[src/rtl/se_stream_out.sv]
// Streams a sorted array out one element per accepted handshake.
// Define SE_STREAM_ASCEND_EN to emit the array from the top element down.
module se_stream_out #(
  parameter int ARRAYLENGTH = 10,
  parameter int DATAWIDTH   = 8
) (
  input  logic                           clk,
  input  logic                           rst,
  input  logic [DATAWIDTH*ARRAYLENGTH-1:0] array_in,
  input  logic                           valid_in,
  output logic [DATAWIDTH-1:0]           elem_out,
  output logic                           elem_valid,
  input  logic                           elem_ready,
  output logic                           elem_last,
  output logic                           busy,
  output logic                           overflow
);

  localparam int         ArrW    = DATAWIDTH * ARRAYLENGTH;
  localparam logic [7:0] LastIdx = 8'(ARRAYLENGTH - 1);

  typedef enum logic {IDLE, STREAM} state_t;

  state_t               state_q, state_d;
  logic [ArrW-1:0]      hold_q, hold_d;
  logic [7:0]           index_q, index_d;
  logic [DATAWIDTH-1:0] elem_q, elem_d;
  logic                 ovf_q, ovf_d;
  logic                 xfer, at_last;

  // Maps a stream position to its array element; constant-index mux keeps
  // the select width-clean for any ARRAYLENGTH.
  function automatic logic [DATAWIDTH-1:0] pick(input logic [ArrW-1:0] arr,
                                                input logic [7:0] pos);
    logic [DATAWIDTH-1:0] r;
    r = '0;
    for (int k = 0; k < ARRAYLENGTH; k++) begin
`ifdef SE_STREAM_ASCEND_EN
      if (pos == 8'(ARRAYLENGTH - 1 - k)) r = arr[k*DATAWIDTH +: DATAWIDTH];
`else
      if (pos == 8'(k)) r = arr[k*DATAWIDTH +: DATAWIDTH];
`endif
    end
    return r;
  endfunction

  assign xfer    = (state_q == STREAM) && elem_ready;
  assign at_last = (index_q == LastIdx);

  always_comb begin
    // NOTE: every signal gets a default first so no path leaves one unassigned
    // and infers a latch.
    state_d    = state_q;
    hold_d     = hold_q;
    index_d    = index_q;
    elem_d     = elem_q;
    ovf_d      = 1'b0;
    elem_valid = (state_q == STREAM);
    busy       = (state_q == STREAM);
    elem_last  = (state_q == STREAM) && at_last;
    elem_out   = elem_q;
    overflow   = ovf_q;

    case (state_q)
      IDLE: begin
        if (valid_in) begin
          state_d = STREAM;
          hold_d  = array_in;
          index_d = 8'd0;
          elem_d  = pick(array_in, 8'd0);
        end
      end
      STREAM: begin
        if (xfer && at_last) begin
          // A new array may take over the freed slot on the same edge.
          if (valid_in) begin
            hold_d  = array_in;
            index_d = 8'd0;
            elem_d  = pick(array_in, 8'd0);
          end else begin
            state_d = IDLE;
          end
        end else begin
          if (xfer) begin
            index_d = index_q + 8'd1;
            elem_d  = pick(hold_q, index_q + 8'd1);
          end
          ovf_d = valid_in;
        end
      end
      default: state_d = IDLE;
    endcase
  end

  // NOTE: state uses non-blocking assignments so every register samples the
  // pre-edge values; the holding register is reset because it is observable
  // state with a defined reset value, not scratch storage.
  always_ff @(posedge clk) begin
    if (rst) begin
      state_q <= IDLE;
      hold_q  <= '0;
      index_q <= 8'd0;
      elem_q  <= '0;
      ovf_q   <= 1'b0;
    end else begin
      state_q <= state_d;
      hold_q  <= hold_d;
      index_q <= index_d;
      elem_q  <= elem_d;
      ovf_q   <= ovf_d;
    end
  end

endmodule

[config.mk]
export PLATFORM = sky130hd
export DESIGN_NAME = se_stream_out
export DESIGN_NICKNAME = d
export VERILOG_FILES = /design/src/rtl/se_stream_out.sv
export SDC_FILE = /design/constraint.sdc
export NUM_CORES = 1
export LEC_CHECK = 0
export BUFFER_PORTS_ARGS = -buffer_cell sky130_fd_sc_hd__clkbuf_2
export CAP_MARGIN = 20
export CORE_MARGIN = 4
export CORE_UTILIZATION = 35
export CTS_BUF_LIST = sky130_fd_sc_hd__clkbuf_4
export CTS_CLUSTER_SIZE = 16
export DETAILED_ROUTE_END_ITERATION = 7
export PLACE_DENSITY = 0.6
export SYNTH_ARGS = -nofsm -noshare
export SYNTH_HDL_FRONTEND = slang
export SYNTH_SLANG_ARGS = --single-unit
[constraint.sdc]
create_clock -name clk -period 3.65 [get_ports clk]
set_clock_uncertainty 0.1 [all_clocks]
set_input_delay 0.365 -clock clk [delete_from_list [all_inputs] [get_ports clk]]
set_output_delay 0.365 -clock clk [all_outputs]
set_load 0.005 [all_outputs]
* Word-level counts from Yosys, hierarchy flattened *
Index checks and enable logic that the tools add are counted.

cells by class
  reductions and logical operators = 5
  equal/unequal tests = 12
  muxes and demuxes = 24
  add/subtract/negate cells = 1
  bitwise logic cells = 1

operators by type and width
  operator                                                number
  two-way mux 80 bit                                      2
  case mux 80 bit (2 select lines)                        1
  two-way mux 8 bit                                       16
  equality test 8 x 3 -> 1 bit (second input constant)    4
  case mux 8 bit (2 select lines)                         2
  equality test 8 x 4 -> 1 bit (second input constant)    3
  equality test 8 x 2 -> 1 bit (second input constant)    2
  adder 8 x 1 -> 8 bit (second input constant)            1
  equality test 8 x 1 -> 1 bit (second input constant)    1
  logical NOT 8 bit                                       1
  logical AND 1 bit                                       3
  inequality test 3 x 1 -> 1 bit (second input constant)  1
  OR reduction 3 bit                                      1
  two-way mux 1 bit                                       2
  inequality test 2 x 1 -> 1 bit (second input constant)  1
  case mux 1 bit (2 select lines)                         1
  NOT 1 bit                                               1

word-level totals
  bits of input ports = 84
  register bits after elaboration = 98
  output and inout port bits = 12
  logic and storage cells = 48

* Depth between registers and ports, before layout *
Gate-level depths: netlist of run 1.

  word-level depth = 15
  gate-level depth with buffers = 11
  mapped depth without buffers = 9

* Least setup slack after synthesis of run 1 *
Ideal clock, no wire load.

  path type = register -> register
  start = register index_q[0]
  end = register elem_q[6] (netlist: elem_out[6])
  data required time = 3.421 ns
  path slack = 1.120 ns
  arrival time = 2.301 ns
  period minus slack after synthesis = 2.530 ns
  cell stages (with the launch flop) = 9
  setup time = 0.129 ns
  buffers on the path = 2
  cell sequence = dfxtp_1 -> ha_1 -> and3_2 -> a31oi_1 -> or4b_1 -> buf_2 -> buf_6 -> nor4b_1 -> o41ai_2

on the way
  cells in the longest elaborated chain, start to end = 15
  elaborated cells on any way between the ends = 27
  those cells by class = add/sub (1); eq/ne (11); mux (13); reduce/logical (2)

RTL lines
  what                             RTL line  text
  start, declared                  26        logic [7:0] index_q, index_d;
  start signal, assigned           108       index_q <= index_d;
  adder 8 x 1 -> 8 bit             86        elem_d = pick(hold_q, index_q + 8'd1);
  logical NOT 8 bit                41        if (pos == 8'(k)) r = arr[k*DATAWIDTH +: DATAWIDTH];
  two-way mux 8 bit (10 in a row)  41
  two-way mux 8 bit                84        if (xfer) begin
  two-way mux 8 bit                74        if (xfer && at_last) begin
  case mux 8 bit (2 select lines)  64        case (state_q)
  end signal, assigned             109       elem_q <= elem_d;
  end, declared                    27        logic [DATAWIDTH-1:0] elem_q, elem_d;

Parallel ways exist; a longest one is shown, timed or not. The select of a mux whose other input is x is not followed.
A chain may end at the register's enable or synchronous reset.

* Worst setup path after layout of run 1 *
  start = register index_q[0]
  end = register elem_q[5] (netlist: elem_out[5])

The elaborated chain is that of the path after synthesis.

==> results of run 1 <==
[metal layers]
layer | track usage, % | up-vias
met4 | 7.60 | 0
met3 | 4.63 | 28
met1 | 24.6 | 2317
met2 | 33.2 | 142
li1 | - | 2483
met5 | 0 | -
[worst reg2reg max path: stages, from the launching register on]
cell and delay (ns):
dfxtp_1 0.52, ha_1 0.36, and3_2 0.27, a31oi_1 0.16
or4b_1 0.84, nor3b_4 0.40, a221oi_1 0.17, a31oi_1 0.23
[power groups by stage]
stage               logic, mW  registers [mW]  clock network, mW
global placement        0.301            1.19                  0
finish                  0.372            1.17              0.585
global route            0.415            1.18              0.645
CTS                     0.365            1.17              0.600
floorplan               0.194            1.18                  0
detailed placement      0.307            1.20                  0
[worst max path at each step]
stage / slack, ns / start / end / cells after the start
6_report: 0.54 / index_q[0] / elem_out[5] / 7
5_1_grt: 0.37 / index_q[1] / elem_out[6] / 9
4_1_cts: 0.58 / index_q[0] / elem_out[5] / 7
3_5_place_dp: 0.61 / index_q[0] / elem_out[5] / 7
3_3_place_gp: 0.81 / index_q[1] / elem_out[6] / 9
2_1_floorplan: 1.12 / index_q[0] / elem_out[6] / 8
[state kept, by name, summed over array words and instances (netlist names)]
signal / flops
busy: 1
hold_q: 80
overflow: 1
index_q: 8
elem_out: 8
[through the flow]
stage	util (%)	total power, mW	std cells	hold slack (ns)
after floorplan	-	1.37	652	0.332
after global placement	39.9	1.50	881	0.345
after detailed placement	39.9	1.50	881	0.348
after CTS	46.0	2.14	964	0.00201
after global routing	46.4	2.24	969	0.00337
final	46.4	2.13	969	0.0435
[cells in the final DEF (no fill, tap or decap), drive strengths merged, types with 3 or more instances in the layout]
master	synthesis	final
o22ai	10	10
or4	3	3
nor3	4	4
xor2	3	3
and3	3	3
nand3b	7	7
buf	21	8
o221ai	7	7
nand3	4	4
clkbuf	29	106
o21ai	20	20
a21oi	131	131
a31oi	7	7
nand2	192	192
a221oi	7	7
nor2b	12	12
dlygate4sd3	0	72
nor2	31	31
a22oi	3	3
nor3b	3	3
dfxtp	98	98
inv	18	18
nand2b	7	7
a21o	6	6
ha	5	5
[logic make-up after synthesis]
logic type | Yosys count | synth area share (%)
buf+inv | 68 | 6.05
xor+xnor | 4 | 0.744
fa+ha+maj | 5 | 1.33
compound gates | 201 | 24.5
flops | 98 | 41.6
simple gates | 276 | 25.7
[what timing repair did]
item                                    CTS  global route
setup buffers                             0             0
hold endpoints to repair                 67             5
endpoints found under the setup margin    0             0
hold buffers                             67             5
[area by class of cell]
| cell class | count | area, um^2 |
|---|---|---|
| clock inverter | 5 | 55.1 |
| multi-input combinational | 486 | 2470 |
| timing repair buffer | 175 | 1260 |
| tap | 176 | 220 |
| inverter | 18 | 67.6 |
| clock buffer | 11 | 82.6 |
| sequential | 98 | 1960 |
| fill | 1276 | 7070 |
==> results.md, run 1 <==
* LEAKAGE at 2.47 nW
* Clock Latency Late Sink at 0.48 ns
* Number of synthesized flops with an enable pin at 0
* HPWL reported at the end of detailed placement at 10,400 um
* Metal2 WL at 7350 um
* YS warnings at 0
* Worst Tran Pin Value at 0.956 ns
* Sw Share at 28.4%
* Setup_tns at 0 ns
* Die Span X at 124 um
* I/O Buffers at 95
* Reg2reg end: elem_out[5]
* Post-DP Area at 5260 um^2
* Initial cell density of the core at 35.7%
* Worst Setup Start Kind: flip-flop
* Layout cells sized above 1 at 16.3%
* Worst Hold End: hold_q[1]
* Vias in the first global route at 4,807
* Max frequency at 321 MHz
* Htree depth at 3
* Tot GR Track Use at 19.8%
* Sw power at 0.606 mW
* 1st-iter DRT viols at 458
* CP most frequent cell: a31oi_1
* Clk sink count at 98
* Max cap viols at 0
* Commonest cells post-synth: 192 x nand2_1, 131 x a21oi_1, 98 x dfxtp_1
* Root buffer cell: clkbuf_4
* CTS Buffer Depth at 2
* Worst r2r src: index_q[0]
* Full die area at 15,400 um^2
* Worst path required time at 3.95 ns
* CTS Buf Count at 9
* Top-count cell post-synth: nand2_1
* First-pass GRT wire length at 23,600 um
* Slew margin rel. at 36.2%
* Syn avg cell area at 7.23 um^2
* Core ar. at 13,200 um^2
* Synth top area share at 41.6%
* Post-synthesis cell area at 4710 um^2
* Io pins at 96
* Final Hold Viols at 0
* Top post-synthesis cells by area: dfxtp_1 42%, nand2_1 15%, a21oi_1 14%
* Sequential share of power at 55.1%
* Combinational Power Share at 17.5%
* Critical Path Slowest Stage Cell: or4b_1
* Vias at 4,970
* CP Max Fanout at 14
* Critical path class: flip-flop to flip-flop
* Maximum vdd drop at 0.000171 V
* Post-Syn Instances at 652
* DR pass1 iterations at 5
* Initial antenna violation count at 0
* Detail Route Antenna Nets at 0
* Final Cell Area at 6120 um^2
* Post-synth cell types at 51
* Worst hold path depth at 3
* WL met3 at 771 um
* Largest net degree at the start of global routing at 90
* Reg2reg path depth at 7
* Routed len/inst at 15.4 um
* Number of diodes at 0
* RSZ-0062 raised after global routing: false
* Buf/Inv on CP at 0
* Pwr Density at 348 nW/um^2
* Vias per cell at 5.13
* Worst stage delay on the critical path at 0.84 ns
* Int Pwr at 1.52 mW
* CP Capture Type: flip-flop
* Layout area overhead at 29.8%
* Total gr overflow at 0
* Wirelength, routed at 15,000 um
* Place WS at 0.612 ns
* Flops & latches, synth at 98
* M1 WL at 6500 um
* Hold_sp: array_in[1]
* Resized cells post-CTS at 0
* Slew Viols, Final at 0
* DRC at 0
* CTS clk-pin slew, worst paths at 0.14 ns
* Post-route setup slack at 0.539 ns
* Top layer reached by signal wires: met4
* Delay-heaviest family, CP: simple AND/OR/NAND/NOR gates
* Final GP Congestion at 0.905
* Critical Path AT at 3.41 ns
* Syn Nets at 741
* Setup violators final at 0
* Clock power frac at 27.5%
* CP cell instances: ha_1, and3_2, a31oi_1, or4b_1, nor3b_4, a221oi_1, a31oi_1
* Post-synth ARST share at 0%
* Final period utilization at 85.2%
* Status: completed
* Reg2Reg Setup Slack at 0.54 ns
* Final min period at 3.11 ns
* HP Class: primary input to flip-flop
* TritonCTS clock tree: yes
* Dominant cell type by area after synthesis: dfxtp_1
* Std-Cell Rows at 42
* Chip height at 124 um
* Synth Flop Type: dfxtp_1
* Sequential share of the synthesized area at 41.6%
* Nets at 877
Power figures use the tool's default switching activity.
==> run 2: changes to the inputs <==
==> constraint.sdc (replaced) <==
create_clock -name clk -period 3.4 [get_ports clk]
set_clock_uncertainty 0.1 [all_clocks]
set_input_delay 0.51 -clock clk [delete_from_list [all_inputs] [get_ports clk]]
set_output_delay 0.51 -clock clk [all_outputs]
set_load 0.005 [all_outputs]
==> run 2 against run 1 <==
  * Sequential power increased by 8%
  * Utilization fell by 5.6 points
  * Final cell count shrank 7.3%
  * Non-clock buffer count down 70
  * Largest cell class unchanged
  * Largest power group unchanged
==> results.md, run 2 (synthesized netlist as in run 1, its figures left out) <==
* Status: completed
* Root buffer cell: clkbuf_4
* Worst hold path depth at 3
* Routed len/inst at 15.4 um
* Maximum vdd drop at 0.000130 V
* Vias in the first global route at 4,406
* Final min period at 3.03 ns
* Pwr Density at 395 nW/um^2
* Highest-count cells in the layout ignoring fill and taps: 192 x nand2_1, 131 x a21oi_1, 98 x dfxtp_1
* Setup violators final at 0
* Resized cells post-CTS at 0
* Critical Path AT at 3.30 ns
* First-pass GRT wire length at 22,100 um
* Final Hold Viols at 0
* Levels on crit path at 7
* Final Cell Area at 5380 um^2
* Initial antenna violation count at 0
* RSZ-0062 raised after global routing: false
* TritonCTS clock tree: yes
* Delay-heaviest family, CP: simple AND/OR/NAND/NOR gates
* HPWL reported at the end of detailed placement at 10,300 um
* 1st-iter DRT viols at 392
* CTS clk-pin slew, worst paths at 0.16 ns
* Largest net degree at the start of global routing at 90
* CP Max Fanout at 14
* Clock Latency Late Sink at 0.47 ns
* Worst Tran Pin Value at 0.943 ns
* Buf/Inv on CP at 0
* Detail Route Antenna Nets at 0
* Final GP Congestion at 0.923
* Footprint of the multi-input gates at 2470 um^2
* Seq. cell area at 1960 um^2
* Post-CTS setup buffers at 0
* Tot GR Track Use at 18.4%
* Post-DP Area at 5270 um^2
* Slew Viols, Final at 0
* Full die area at 15,400 um^2
* DR pass1 iterations at 6
* Max reg flops at 80
* Setup_tns at 0 ns
* Io pins at 96
* Critical Path Slowest Stage Cell: or4b_1
* Commonest non-fill, non-tap cell in the layout: nand2_1
* Wirelength, routed at 13,900 um
* CP most frequent cell: a31oi_1
* Number of diodes at 0
* Worst Setup Start Kind: flip-flop
* Layout cells sized above 1 at 17.7%
* CP Capture Type: flip-flop
* Clk sink count at 98
* Place WS at 0.457 ns
* Core ar. at 13,200 um^2
* Critical path class: flip-flop to flip-flop
* Post-route setup slack at 0.375 ns
* Total power at 2.12 mW
* Reg2reg path depth at 7
* Die Span X at 124 um
* Chip height at 124 um
* Nets at 807
* CTS Buf Count at 9
* Initial cell density of the core at 35.7%
* CTS Buffer Depth at 2
* DRC at 0
* HP Class: primary input to flip-flop
* Fill cells at 1,408
* LEAKAGE at 2.15 nW
* Final period utilization at 89.0%
* Htree depth at 3
* Worst path required time at 3.68 ns
* Cts hold-fix bufs at 0
* Layout area overhead at 14.1%
* Worst stage delay on the critical path at 0.83 ns
* Total gr overflow at 0
* CP cell instances: ha_1, and3_2, a31oi_1, or4b_1, nor2_1, o22ai_1, a31oi_1
* Std-Cell Rows at 42
* I/O Buffers at 95
* Vias per cell at 5.22
* Vias at 4,692
* Max cap viols at 0
* Slew margin rel. at 37.1%
* Most flop-heavy register: hold_q
* Max frequency at 331 MHz
## run 2: power breakdown
part	internal [mW]	switching [mW]
logic	0.131	0.197
clock network	0.140	0.394
registers	1.21	0.0457
## run 2: worst paths after layout
check | start | endpoint | slack, ns
min | array_in[65] | hold_q[65] | 0.15
max | index_q[0] | elem_out[0] | 0.37
min reg2reg | hold_q[17] | hold_q[17] | 0.37
max reg2reg | index_q[0] | elem_out[0] | 0.37
## run 2: routing by layer
| layer | vias up | wire length [um] | GRT usage, % |
|---|---|---|---|
| met4 | 0 | 181 | 4.93 |
| met1 | 2215 | 6150 | 25.2 |
| met3 | 12 | 795 | 3.41 |
| li1 | 2341 | - | - |
| met2 | 124 | 6730 | 29.7 |
| met5 | - | 0 | 0 |
## run 2: tightest hold or removal path: stages
cell	delay, ns
clkbuf_2	0.08
nand2_1	0.04
a21oi_1	0.05
## run 2: area by class of cell
type / count / area share [%]
repair buffers: 105 / 10.2
flip-flops and latches: 98 / 36.5
multi-input cells: 486 / 46.0
clock buffers: 9 / 1.26
clock inverters: 6 / 0.652
inverters: 18 / 1.26
well taps: 176 / 4.10
## run 2: per-stage QoR
stage	hold WS (ns)	cells	utilization, %
CTS	0.121	898	40.8
global placement	0.343	883	40.0
global route	0.121	898	40.8
floorplan	0.332	652	-
finish	0.152	898	40.8
detailed placement	0.349	883	40.0
